==> src/rtl/ps2_keys_pkg.sv <==
// Shared scan-code constants and state encoding for the PS/2 command decoder.
package ps2_keys_pkg;

  localparam logic [7:0] KEY_B      = 8'h32;
  localparam logic [7:0] KEY_L      = 8'h4B;
  localparam logic [7:0] KEY_M      = 8'h3A;
  localparam logic [7:0] KEY_SPACE  = 8'h29;
  localparam logic [7:0] KEY_ENTER  = 8'h5A;
  localparam logic [7:0] KEY_ESC    = 8'h76;
  localparam logic [7:0] BREAK_CODE = 8'hF0;
  localparam logic [7:0] EXT_CODE   = 8'hE0;

  typedef enum logic [1:0] {
    IDLE       = 2'd0,
    BPM_ENTRY  = 2'd1,
    LANE_ENTRY = 2'd2
  } state_t;

endpackage

==> src/rtl/ps2_digit_lut.sv <==
// Maps a set-2 make code onto its decimal digit value.
module ps2_digit_lut (
  input  logic [7:0] scan_code,
  output logic [3:0] digit,
  output logic       is_digit
);

  always_comb begin
    digit    = '0;
    is_digit = 1'b1;
    case (scan_code)
      8'h45:   digit = 4'd0;
      8'h16:   digit = 4'd1;
      8'h1E:   digit = 4'd2;
      8'h26:   digit = 4'd3;
      8'h25:   digit = 4'd4;
      8'h2E:   digit = 4'd5;
      8'h36:   digit = 4'd6;
      8'h3D:   digit = 4'd7;
      8'h3E:   digit = 4'd8;
      8'h46:   digit = 4'd9;
      default: is_digit = 1'b0;
    endcase
  end

endmodule

==> src/rtl/ps2_command_decoder.sv <==
// Turns PS/2 make/break bytes into BPM/lane settings and command pulses
// for the step sequencer.
module ps2_command_decoder
  import ps2_keys_pkg::*;
#(
  parameter int unsigned BPM_DEFAULT = 120,
  parameter int unsigned BPM_MIN     = 20,
  parameter int unsigned BPM_MAX     = 300,
  parameter int unsigned NUM_LANES   = 8
) (
  input  logic       CLOCK_50,
  input  logic       reset,
  input  logic [7:0] scan_code,
  input  logic       scan_valid,
  output logic [9:0] bpm,
  output logic       bpm_update,
  output logic [2:0] lane_sel,
  output logic       lane_update,
  output logic       mute_toggle,
  output logic       play_toggle,
  output logic       entry_active,
  output logic [9:0] entry_value
);

  state_t     state;
  logic       break_pending;
  logic       ext_pending;
  logic [1:0] digit_count;
  logic [1:0] digit_limit;
  logic [3:0] digit;
  logic       is_digit;
  logic [9:0] entry_next;
  logic [9:0] bpm_clamped;

  ps2_digit_lut u_digit_lut (
    .scan_code (scan_code),
    .digit     (digit),
    .is_digit  (is_digit)
  );

  // Digit limits keep entry_value <= 999, so the 10-bit product cannot wrap.
  always_comb begin
    digit_limit = (state == BPM_ENTRY) ? 2'd3 : 2'd1;
    entry_next  = entry_value * 10'd10 + {6'b0, digit};
    if (entry_value < 10'(BPM_MIN))
      bpm_clamped = 10'(BPM_MIN);
    else if (entry_value > 10'(BPM_MAX))
      bpm_clamped = 10'(BPM_MAX);
    else
      bpm_clamped = entry_value;
  end

  always_ff @(posedge CLOCK_50) begin
    if (reset) begin
      state         <= IDLE;
      break_pending <= 1'b0;
      ext_pending   <= 1'b0;
      digit_count   <= '0;
      bpm           <= 10'(BPM_DEFAULT);
      bpm_update    <= 1'b0;
      lane_sel      <= '0;
      lane_update   <= 1'b0;
      mute_toggle   <= 1'b0;
      play_toggle   <= 1'b0;
      entry_active  <= 1'b0;
      entry_value   <= '0;
    end else begin
      bpm_update  <= 1'b0;
      lane_update <= 1'b0;
      mute_toggle <= 1'b0;
      play_toggle <= 1'b0;

      if (scan_valid) begin
        if (break_pending) begin
          // The released key's code is swallowed without any decoding.
          break_pending <= 1'b0;
          ext_pending   <= 1'b0;
        end else if (scan_code == BREAK_CODE) begin
          break_pending <= 1'b1;
        end else if (scan_code == EXT_CODE) begin
          ext_pending <= 1'b1;
        end else begin
          if (ext_pending)
            ext_pending <= 1'b0;

          if (scan_code == KEY_B) begin
            state        <= BPM_ENTRY;
            entry_active <= 1'b1;
            entry_value  <= '0;
            digit_count  <= '0;
          end else if (scan_code == KEY_L) begin
            state        <= LANE_ENTRY;
            entry_active <= 1'b1;
            entry_value  <= '0;
            digit_count  <= '0;
          end else if (scan_code == KEY_M) begin
            mute_toggle <= 1'b1;
          end else if (scan_code == KEY_SPACE) begin
            play_toggle <= 1'b1;
          end else if (state != IDLE) begin
            if (is_digit) begin
              if (digit_count < digit_limit) begin
                entry_value <= entry_next;
                digit_count <= digit_count + 2'd1;
              end
            end else if (scan_code == KEY_ENTER) begin
              if (digit_count != '0) begin
                if (state == BPM_ENTRY) begin
                  bpm        <= bpm_clamped;
                  bpm_update <= 1'b1;
                end else if (entry_value < 10'(NUM_LANES)) begin
                  lane_sel    <= entry_value[2:0];
                  lane_update <= 1'b1;
                end
              end
              state        <= IDLE;
              entry_active <= 1'b0;
            end else if (scan_code == KEY_ESC) begin
              state        <= IDLE;
              entry_active <= 1'b0;
            end
          end
        end
      end
    end
  end

endmodule

==> config.mk <==
export PLATFORM = sky130hd
export DESIGN_NAME = ps2_command_decoder
export DESIGN_NICKNAME = d
export VERILOG_FILES = /design/src/rtl/ps2_keys_pkg.sv /design/src/rtl/ps2_digit_lut.sv /design/src/rtl/ps2_command_decoder.sv
export SDC_FILE = /design/constraint.sdc
export NUM_CORES = 1
export LEC_CHECK = 0
export ABC_AREA = 1
export CAP_MARGIN = 20
export CORE_ASPECT_RATIO = 0.6
export CORE_MARGIN = 4
export CORE_UTILIZATION = 40
export CTS_BUF_LIST = sky130_fd_sc_hd__clkbuf_8
export CTS_CLUSTER_DIAMETER = 150
export DETAILED_ROUTE_END_ITERATION = 8
export GPL_ROUTABILITY_DRIVEN = 0
export PLACE_DENSITY_LB_ADDON = 0.12
export SYNTH_ARGS = -nofsm -noshare
export SYNTH_HDL_FRONTEND = slang
export SYNTH_SLANG_ARGS = --single-unit
==> constraint.sdc <==
create_clock -name CLOCK_50 -period 2.37 [get_ports CLOCK_50]
set_input_delay 0.237 -clock CLOCK_50 [delete_from_list [all_inputs] [get_ports CLOCK_50]]
set_output_delay 0.237 -clock CLOCK_50 [all_outputs]
set_load 0.05 [all_outputs]
Word-level counts from Yosys, hierarchy flattened. Index checks and enable logic that the tools add are counted.

Add/sub/neg operators: 2. $mul: 1. Divide/modulo/power cells: 0. Magnitude comparators: 4. Eq/ne operators: 22. Shift operators: 0. Multiplexer cells: 41. Bitwise logic cells: 13. Reductions and logical operators: 15.

Operator list (count): 10-bit 2-to-1 mux (9); 8-bit by 6-bit == test with 1-bit output, second input constant (9); 8-bit by 7-bit == test with 1-bit output, second input constant (5); 4-bit case mux with 9 select lines (1); 2-bit 2-to-1 mux (16); 9-bit AND reduction (2); 8-bit by 5-bit == test with 1-bit output, second input constant (2); 8-bit == test, second input constant (2); 1-bit 2-to-1 mux (15); 14-bit AND reduction (1); 14-bit OR reduction (1); 1-bit inverter (13); 13-bit AND reduction (1); 13-bit OR reduction (1); 10-bit by 4-bit adder with 10-bit output (1); 10-bit by 9-bit > comparator with 1-bit output, second input constant (1); 10-bit by 4-bit less-than comparator with 1-bit output, second input constant (1); 10-bit by 5-bit less-than comparator with 1-bit output, second input constant (1); 10-bit by 3-bit multiplier with 9-bit output, second input constant (1); 10-bit OR reduction (1); 3-bit nonzero test (3); 8-bit OR reduction (1); 7-bit OR reduction (1); 3-bit != test, second input constant (2); other kinds (6) (7).

Flip-flop bits (word level): 33. Bits in latches: 0. Memory bits (writable): 0. ROM bits: 0. Input port bits: 11. Output and inout port bits: 28. Word-level logic and storage cells: 109. Memories kept: 0.

Logic depth before layout (Yosys ltp). Gate-level depths: netlist of the first run.

Depth in word-level cells: 10. Mapped depth: 20.

By module. A second synthesis of the first run with hierarchy kept.

Cell total of the unflattened synthesis: 408. Area, all modules: 2603.7 µm².

Modules (own cells, without submodules): ps2_command_decoder (instances 1, cells an instance 360, area an instance 2378.5 µm²); ps2_digit_lut (instances 1, cells an instance 48, area an instance 225.2 µm²).

Worst setup path before layout of the first run. No wires, ideal clock.

Kind: register to register. Start point: reg entry_value[1]. End point: reg entry_value[8]. Setup time: 117 ps. Data arrival time: 2541 ps. Data required time: 2253 ps. Setup slack: -288 ps. Stages on the path, launching flop included: 13. Path buffers: 0. Cells stage by stage: dfxtp_1 -> ha_1 -> ha_1 -> inv_1 -> fa_1 -> nor2_1 -> nand4_1 -> a21oi_1 -> nand3_1 -> nand3_1 -> nand3_1 -> nand2_1 -> nor2_1.

Word-level cells in the longest chain between the ends: 9.

Ends and longest elaborated chain: from (decl) (line ps2_command_decoder.sv:22) `output logic [9:0] entry_value`; from (signal assigned) (line ps2_command_decoder.sv:103) `entry_value <= entry_next;`; 10-bit by 3-bit multiplier with 9-bit output (line ps2_command_decoder.sv:44) `entry_next = entry_value * 10'd10 + {6'b0, digit};`; 10-bit by 4-bit adder with 10-bit output (line ps2_command_decoder.sv:44); 10-bit 2-to-1 mux (line ps2_command_decoder.sv:102) `if (digit_count < digit_limit) begin`; 10-bit 2-to-1 mux (line ps2_command_decoder.sv:101) `if (is_digit) begin`; 10-bit 2-to-1 mux (line ps2_command_decoder.sv:100) `end else if (state != IDLE) begin`; 10-bit 2-to-1 mux (line ps2_command_decoder.sv:98) `end else if (scan_code == KEY_SPACE) begin`; 10-bit 2-to-1 mux (line ps2_command_decoder.sv:96) `end else if (scan_code == KEY_M) begin`; 10-bit 2-to-1 mux (line ps2_command_decoder.sv:91) `end else if (scan_code == KEY_L) begin`; 10-bit 2-to-1 mux (line ps2_command_decoder.sv:86) `if (scan_code == KEY_B) begin`.

No other way between the ends. The select of a mux whose other input is x is not followed. A chain may end at the register's enable or synchronous reset.

Worst setup path in the final report of the first run.
Start point: reg entry_value[2]. End point: reg entry_value[8].

The elaborated chain is that of the path after synthesis.

==> results of run 1 <==
per-stage QoR:
step	util	cell area (um2)	hold WS [ns]	setup WS [ns]
after floorplan	-	2375	0.4005	0.06208
after global placement	0.5584	3154	0.4354	-0.3186
after detailed placement	0.5584	3154	0.4516	-0.4114
after CTS	0.5827	3292	0.4674	0.002925
after global routing	0.6069	3428	0.4835	-0.04884
final	0.6069	3428	0.4585	0.06760
what timing repair did:
action                                  4_1_cts  5_1_grt
endpoints found under the setup margin        3        5
resized for setup                            15       31
buffers inserted                              1        2
pin swaps                                     8       16
cells in the final DEF, fill, tap and decap left out, types with 6 or more instances in the layout:
cell,n
sky130_fd_sc_hd__nor2_1,40
sky130_fd_sc_hd__nand4_1,9
sky130_fd_sc_hd__o21ai_0,10
sky130_fd_sc_hd__ha_1,11
sky130_fd_sc_hd__nand2_1,95
sky130_fd_sc_hd__dfxtp_1,28
sky130_fd_sc_hd__nor2_4,6
sky130_fd_sc_hd__nand2_2,10
sky130_fd_sc_hd__a21oi_1,27
sky130_fd_sc_hd__nand3_1,37
sky130_fd_sc_hd__inv_1,43
sky130_fd_sc_hd__buf_4,44
sky130_fd_sc_hd__clkdlybuf4s50_1,30
routing by layer:
layer,up-vias,global-route usage,routed length (um)
li1,1378,-,-
met5,-,0,0
met1,1177,0.3222,3802
met3,2,0.04202,470
met2,98,0.2858,2693
met4,0,0.02871,19
cell families (layout without fill, tap and decap cells):
logic type / count (synthesis) / after routing
and+or+nand+nor: 220 / 220
buffers and inverters: 56 / 139
AOI/OAI and AO/OA: 46 / 46
DFF: 33 / 33
adders and majority gates: 18 / 18
xor gates and xnor gates: 1 / 1
registers in the layout, summed over array words and instances, names as in the netlist:
| signal | flops |
|---|---|
| digit_count | 2 |
| state | 2 |
| break_pending | 1 |
| play_toggle | 1 |
| bpm | 10 |
| lane_update | 1 |
| lane_sel | 3 |
| entry_active | 1 |
| bpm_update | 1 |
| mute_toggle | 1 |
| entry_value | 10 |
worst paths after layout:
check / slack [ns] / depth (start not counted) / start / to
max reg2reg: 0.07 / 13 / entry_value[2] / entry_value[8]
min reg2reg: 0.46 / 2 / bpm[9] / bpm[9]
min: 0.46 / 2 / bpm[9] / bpm[9]
max: 0.07 / 13 / entry_value[2] / entry_value[8]
worst register-to-register path, cell delays in order, from the launching register on:
cell and delay [ns]:
sky130_fd_sc_hd__dfxtp_2 0.37, sky130_fd_sc_hd__ha_1 0.22, sky130_fd_sc_hd__ha_4 0.17, sky130_fd_sc_hd__inv_2 0.06
sky130_fd_sc_hd__fa_2 0.47, sky130_fd_sc_hd__nor2_2 0.14, sky130_fd_sc_hd__nand4_1 0.14, sky130_fd_sc_hd__a21oi_2 0.21
sky130_fd_sc_hd__nand2_1 0.08, sky130_fd_sc_hd__nand2_1 0.09, sky130_fd_sc_hd__nand3_2 0.08, sky130_fd_sc_hd__nand3_2 0.07
sky130_fd_sc_hd__nand2_2 0.04, sky130_fd_sc_hd__nor2_1 0.09
power groups by stage:
stage | sequential [mW] | combinational (mW) | clock, mW
5_1_grt | 0.552 | 0.118 | 0.544
3_3_place_gp | 0.565 | 0.102 | 0
2_1_floorplan | 0.565 | 0.0458 | 0
3_5_place_dp | 0.565 | 0.104 | 0
4_1_cts | 0.552 | 0.104 | 0.523
6_report | 0.552 | 0.108 | 0.512
final cells by class:
cell class                 count  area, um2
clock inverter                 2      35.03
tap                           80      100.1
fill                         543       2221
inverter                      48      180.2
multi-input combinational    285       1617
sequential                    33      671.9
clock buffer                   5      68.82
timing repair buffer          84      755.7
==> results.txt, run 1 <==
The delay of the slowest critical-path stage is 0.47 ns, and the number of warning messages in the yosys log is 0. The tools report the number of rows in the core area as 21. The worst setup path is launched from a flip-flop. The portion of total power attributed to combinational logic came out at 0.092. The total wire length was 6.985 mm; the share of the cycle needed by the critical path after routing was 0.9715. The first detailed-routing pass ran for 5 iterations. The via count of the first global-routing pass is 2478, and the clock edge transition at the registers on the reported setup and hold paths is 0.07 ns.

The number of different library cells used by synthesis comes to 32. At the worst endpoint, the arrival time is 2.52 ns. At the worst endpoint, the required time is 2.59 ns. For this design, the sink count on the clock tree is 33.

TritonCTS built the clock tree. The fraction of synthesis flops using an asynchronous set or reset pin was 0; the number of buffer and inverter instances along the worst setup path was 1. Traced cell by cell, the critical path runs through ha_1 > ha_4 > inv_2 > fa_2 > nor2_2 > nand4_1 > a21oi_2 > nand2_1 > nand2_1 > nand3_2 > nand3_2 > nand2_2 > nor2_1. Worst max-slew margin expressed relative to the limit: 0.5842. The complex-gate fraction of the synthesized area was 0.1080. At the pin with the least slew margin, the transition time is 0.6171 ns. In this run the deepest clock path goes through 2 buffers. The switching part of the total power is 0.2271. In this run the number of H-tree levels came out at 2.

The path class of the tightest hold or removal check is flip-flop to flip-flop. The number of synthesized flops with an enable pin came out at 0. The fraction of post-synthesis cell area in the top cell type by area is 0.2795, and the remaining routing DRC violations is 0. The routed layout has 2655 vias. The tools report the portion of the post-synthesis area used by sequential elements as 0.2795. During placement, the flow inserted port buffers numbering 38. A synthesized cell averages 6.320 um2. The dominant combinational cell family by area after synthesis is simple AND/OR/NAND/NOR gates. sky130_fd_sc_hd__nand2_1 is the most common cell in the netlist. sky130_fd_sc_hd__dfxtp_1 takes more of the synthesized area than any other cell. The count of max-cap constraint violations came out at 0. The total overflow left after global routing is 0. The area added between synthesis and finish was 45.05%; the area share of and/or/nand/nor cells after synthesis was 0.4103.

Once layout is complete, the cells apart from fillers number 537. The logs give 0.2044 for the overall track demand over capacity in global routing and 0.471 for the part of the power in registers. Counting flops and latches in the post-synthesis netlist gives 33.

The tools report the design internal power as 906.1 uW. Buffers inserted to repair hold after CTS numbered 0. The number of antenna violations at the first check in global routing is 0. For the final max-slew violation count, the log shows 0. The logs give 0 for the number of nets with antenna violations after detailed routing and 11.74 mm for the wire length of the first global-routing pass. The post-layout total power was 1.172 mW. Entering global routing, the biggest net connects 19 pins. The tools report the TritonCTS buffer count as 5. Cell chosen for the clock root: sky130_fd_sc_hd__clkbuf_8. The repair_antennas step left the layout with diodes totalling 0.

The number of design-rule violations left by the first detailed-router iteration came out at 185. The cell count after placement came out at 527. Static timing analysis puts the maximum clock frequency at 0.4343 GHz.

Clock latency on the worst-skew pair, taken at its later pin, is 0.28 ns. The fraction of synthesized area in multiplexers was 0; the worst voltage drop across the vdd grid was 0.0003011 V. In the final routed layout, each cell accounts on average for 13.01 um. The logs give 2364 um2 for the cell area after synthesis and 39 for the top-level I/O count.

After legalization and detailed placement, the total HPWL measured 5.414 mm. Layout cell share with drive strength beyond 1: 0.2276. For the initial standard-cell utilization of the core, the log shows 0.4184. The kind of cell with the highest combined delay along the critical path is adder cells. By area the synthesized netlist is led by sky130_fd_sc_hd__dfxtp_1 28%, sky130_fd_sc_hd__nand2_1 17%, sky130_fd_sc_hd__ha_1 8.5%. Power density relative to cell area: 342.0 nW/um2. By count the netlist is led by 105 x sky130_fd_sc_hd__nand2_1, 47 x sky130_fd_sc_hd__nor2_1, 45 x sky130_fd_sc_hd__inv_1.

The final count of negative-setup-slack endpoints came out at 0. The final net count is 486. For the floorplan core area, the log shows 5649 um2.

The most used flip-flop cell after synthesis is sky130_fd_sc_hd__dfxtp_1. The clock power share was 0.437. For the cell count after synthesis, the log shows 374. The flow ran to the end, and the final reports show no timing, DRC or antenna violations. Summed over all nets, the switching power comes to 266.3 uW. The worst path in the final design needs a cycle of 2.302 ns, including I/O delays and setup. In this run the horizontal extent of the chip is 107.2 um.

The die covers 7243 um2. The adder and majority cell fraction of the synthesized area works out to 0.1016. The share of the synthesized netlist area taken by xor and xnor gates works out to 0.003706. Die span in y: 67.54 um. The sort of element at the end of the critical path is a flip-flop. The average vias per placed instance is 4.944, and the post-synthesis net count is 403.

The slowest stage of the critical path belongs to the cell sky130_fd_sc_hd__fa_2. The clock arrives with 0.005386 ns of skew. The kind of critical path was flip-flop to flip-flop.

The logs give 1.571 nW for the static leakage and 0 ns for the total negative slack for setup checks. Maximum fanout along the worst path: 4. Setup repair after global routing could not meet its margin everywhere.

For the hold violation count in the final report, the log shows 0.
Power figures use the tool's default switching activity.
==> run 2, diff against run 1 <==
CTS_BUF_LIST = default   (was sky130_fd_sc_hd__clkbuf_8)
clock period = 2.4 ns   (was 2.37 ns; I/O delays follow)
==> results.txt, run 2 (synthesis gave the netlist of run 1 again) <==
The maximum fanout along the worst path was 4 (unchanged); the cell count after placement was 525 (-0.38%). Power density relative to cell area: 333.3 nW/um2 (-2.5%). The run gives 0 (unchanged) as the final count of negative-setup-slack endpoints. The number of optimization iterations in the first detailed-route pass came out at 4 (-1). The post-detailed-route wirelength per cell came out at 12.81 um (-1.5%).

The run gives 0 (unchanged) as the count of max-cap constraint violations. The maximum clock insertion buffer count came out at 2 (unchanged). The critical path goes through ha_4 > ha_4 > inv_2 > fa_1 > buf_4 > nand3b_1 > nor2_2 > nand2_1 > nor2_1 > nand2_1 > nand3_1 > nand3_1 > nand2_1 > nor2_1. The tools report the number of H-tree branching levels as 2 (unchanged). TritonCTS built the clock tree.

The tools report the worst voltage drop across the vdd grid as 0.0002353 V (-22%). The share of the cycle needed by the critical path after routing was 0.9727 (+0.001264). For the via count of the first global-routing pass, the log shows 2254 (-9.0%).

The tools report the detailed-route via count as 2621 (-1.3%). The library cell used most frequently in the layout, excluding fill and tap cells, is sky130_fd_sc_hd__nand2_1. CTS placed an instance of sky130_fd_sc_hd__clkbuf_8 at the clock tree root. The delay of the slowest critical-path stage was 0.48 ns (about the same). The die span in y works out to 67.54 um (unchanged). The tools report the floorplan core area as 5649 um2 (unchanged). The number of clock sinks is 33 (unchanged). The count of filler cells inserted in the layout came out at 537 (-1.1%). Chip width: 107.2 um (unchanged). The tightest min-delay check is of the flip-flop to flip-flop type. The static leakage was 1.590 nW (+1.2%); the final non-filler cell total was 536 (-0.19%). The total wire length was 6.865 mm (-1.7%).

The number of rows in the core area came out at 21 (unchanged). For the worst-case clock skew, the log shows 0.005457 ns (+0.00007072 ns). The logs give 5.280 mm (-2.5%) for the HPWL after detailed placement and 0 (unchanged) for the remaining global-route overflow.

The TritonCTS buffer count was 5 (unchanged). For the total negative slack for setup checks, the log shows 0 ns (unchanged). Setup repair after global routing could not meet its margin everywhere. For the initial standard-cell utilization of the core, the log shows 0.4184 (unchanged). Clock edge transition at the registers on the reported setup and hold paths: 0.07 ns (about the same). For the number of design-rule violations left by the first detailed-router iteration, the log shows 149 (-19%).

The tools report the floorplan die area as 7243 um2 (unchanged). The average vias per placed instance works out to 4.890 (-1.1%). The critical path is of the flip-flop to flip-flop type. Critical path's most frequent cell: sky130_fd_sc_hd__nand2_1. The top-level I/O count is 39 (unchanged).

Sort of element at the end of the critical path: a flip-flop. The tools report the hold violation count in the final report as 0 (unchanged). The signal arrival time at the worst endpoint is 2.51 ns (about the same), and the final net count is 485 (-0.21%). The transition at the pin with the smallest max-transition slack is 0.5128 ns (-0.1043 ns).

The fmax came out at 0.4283 GHz (-1.4%). The run gives 0 (unchanged) as the final max-slew violation count. The remaining routing DRC violations came out at 0 (unchanged). The tools report the data required time of the critical path as 2.58 ns (about the same). The flow ran to the end, and the final reports show no timing, DRC or antenna violations. The layout cell share with drive strength beyond 1 came out at 0.2149 (-0.01266). The tools report the critical path startpoint category as a flip-flop. The tools report the post-layout total power as 1.130 mW (-3.6%). The overall track demand over capacity in global routing was 0.1938 (-0.01064).

The count of buffers from port buffering was 38 (unchanged). In the final layout, the registers with the most flip-flops are bpm: 10 flops, entry_value: 10 flops, lane_sel: 3 flops. The top cell types in the final layout, fill and taps aside, are 94 x sky130_fd_sc_hd__nand2_1, 43 x sky130_fd_sc_hd__inv_1, 43 x sky130_fd_sc_hd__nor2_1, 43 x sky130_fd_sc_hd__buf_4, 38 x sky130_fd_sc_hd__nand3_1.

The insertion delay to the later sink of the worst-skew pair came out at 0.29 ns (about the same). The largest individual stage delay along the critical path comes from the cell sky130_fd_sc_hd__fa_1. The final critical path time including I/O delays and setup is 2.335 ns (+0.03218 ns). From synthesis to final layout, the design area changed by 43.51%.

Pin count of the biggest net entering global routing: 19 (unchanged). The worst max-slew margin expressed relative to the limit came out at 0.6570 (+0.07280). The run gives 0 (unchanged) as the number of antenna diodes. The tools report the number of nets with antenna violations after detailed routing as 0 (unchanged).

The logs give 0 (unchanged) for the number of antenna violations at the first check in global routing and 10.88 mm (-7.3%) for the wire length of the first global-routing pass.
[run 2: cell count changes in the layout (fill, tap and decap cells not counted), moves of 2 or more]
cell	previous run	this run
sky130_fd_sc_hd__nor2_4	6	4
sky130_fd_sc_hd__dlygate4sd2_1	4	0
sky130_fd_sc_hd__nor2_1	40	43
sky130_fd_sc_hd__nand2_2	10	12
sky130_fd_sc_hd__dlymetal6s2s_1	4	8
[run 2: worst max-delay path: cells and delay by family, from the launching register on]
kind / cells / cell delay [ns]
DFF: 1 / 0.35
and+or+nand+nor: 9 / 0.81
buffers and inverters: 2 / 0.20
adders and majority gates: 3 / 0.87
[run 2: per-stage QoR]
step | instance area (um2) | hold WS, ns | setup WS, ns | util
final | 3392 | 0.4545 | 0.06542 | 0.6004
after global routing | 3392 | 0.4734 | -0.07281 | 0.6004
after CTS | 3248 | 0.4566 | 0.003676 | 0.5750
after detailed placement | 3139 | 0.4385 | -0.3567 | 0.5557
after global placement | 3139 | 0.4397 | -0.2989 | 0.5557
after floorplan | 2375 | 0.4035 | 0.09208 | -
[run 2: final cells by class]
cell class | count | area [um2] | share of cell area
clock inverter | 1 | 5.005 | 0.001475
clock buffer | 6 | 93.84 | 0.02767
inverter | 48 | 180.2 | 0.05312
sequential | 33 | 674.4 | 0.1988
tap | 80 | 100.1 | 0.02951
multi-input combinational | 285 | 1575 | 0.4644
timing repair buffer | 83 | 763.2 | 0.2250
[run 2: worst paths after layout]
| path | startpoint | slack, ns | cells after the start | end |
|---|---|---|---|---|
| max | entry_value[3] | 0.07 | 14 | entry_value[9] |
| min | bpm[9] | 0.45 | 2 | bpm[9] |
| max reg2reg | entry_value[3] | 0.07 | 14 | entry_value[9] |
| min reg2reg | bpm[9] | 0.45 | 2 | bpm[9] |
[run 2: power breakdown]
group,internal (mW),switching (mW)
logic,0.0485,0.0599
registers,0.544,0.000101
clock network,0.260,0.218
[run 2: repair_timing]
| item | 4_1_cts | 5_1_grt |
|---|---|---|
| gates resized for setup | 4 | 33 |
| buffers inserted | 0 | 4 |
| pin swaps | 3 | 19 |
| endpoints found under the setup margin | 2 | 7 |
| hold buffers | 0 | 0 |
[run 2: per-layer routing]
metal | vias to the layer above | GRT usage | share of wire
met5 | - | 0 | 0
met4 | 0 | 0.04785 | 0.0055
met3 | 6 | 0.03534 | 0.079
met2 | 84 | 0.2570 | 0.37
met1 | 1152 | 0.3112 | 0.54
li1 | 1379 | - | -
==> run 3, diff against run 2 <==
CAP_MARGIN = default   (was 20)
==> results of run 3 <==
Final layout, timing and power as in run 2 (identical DEF).
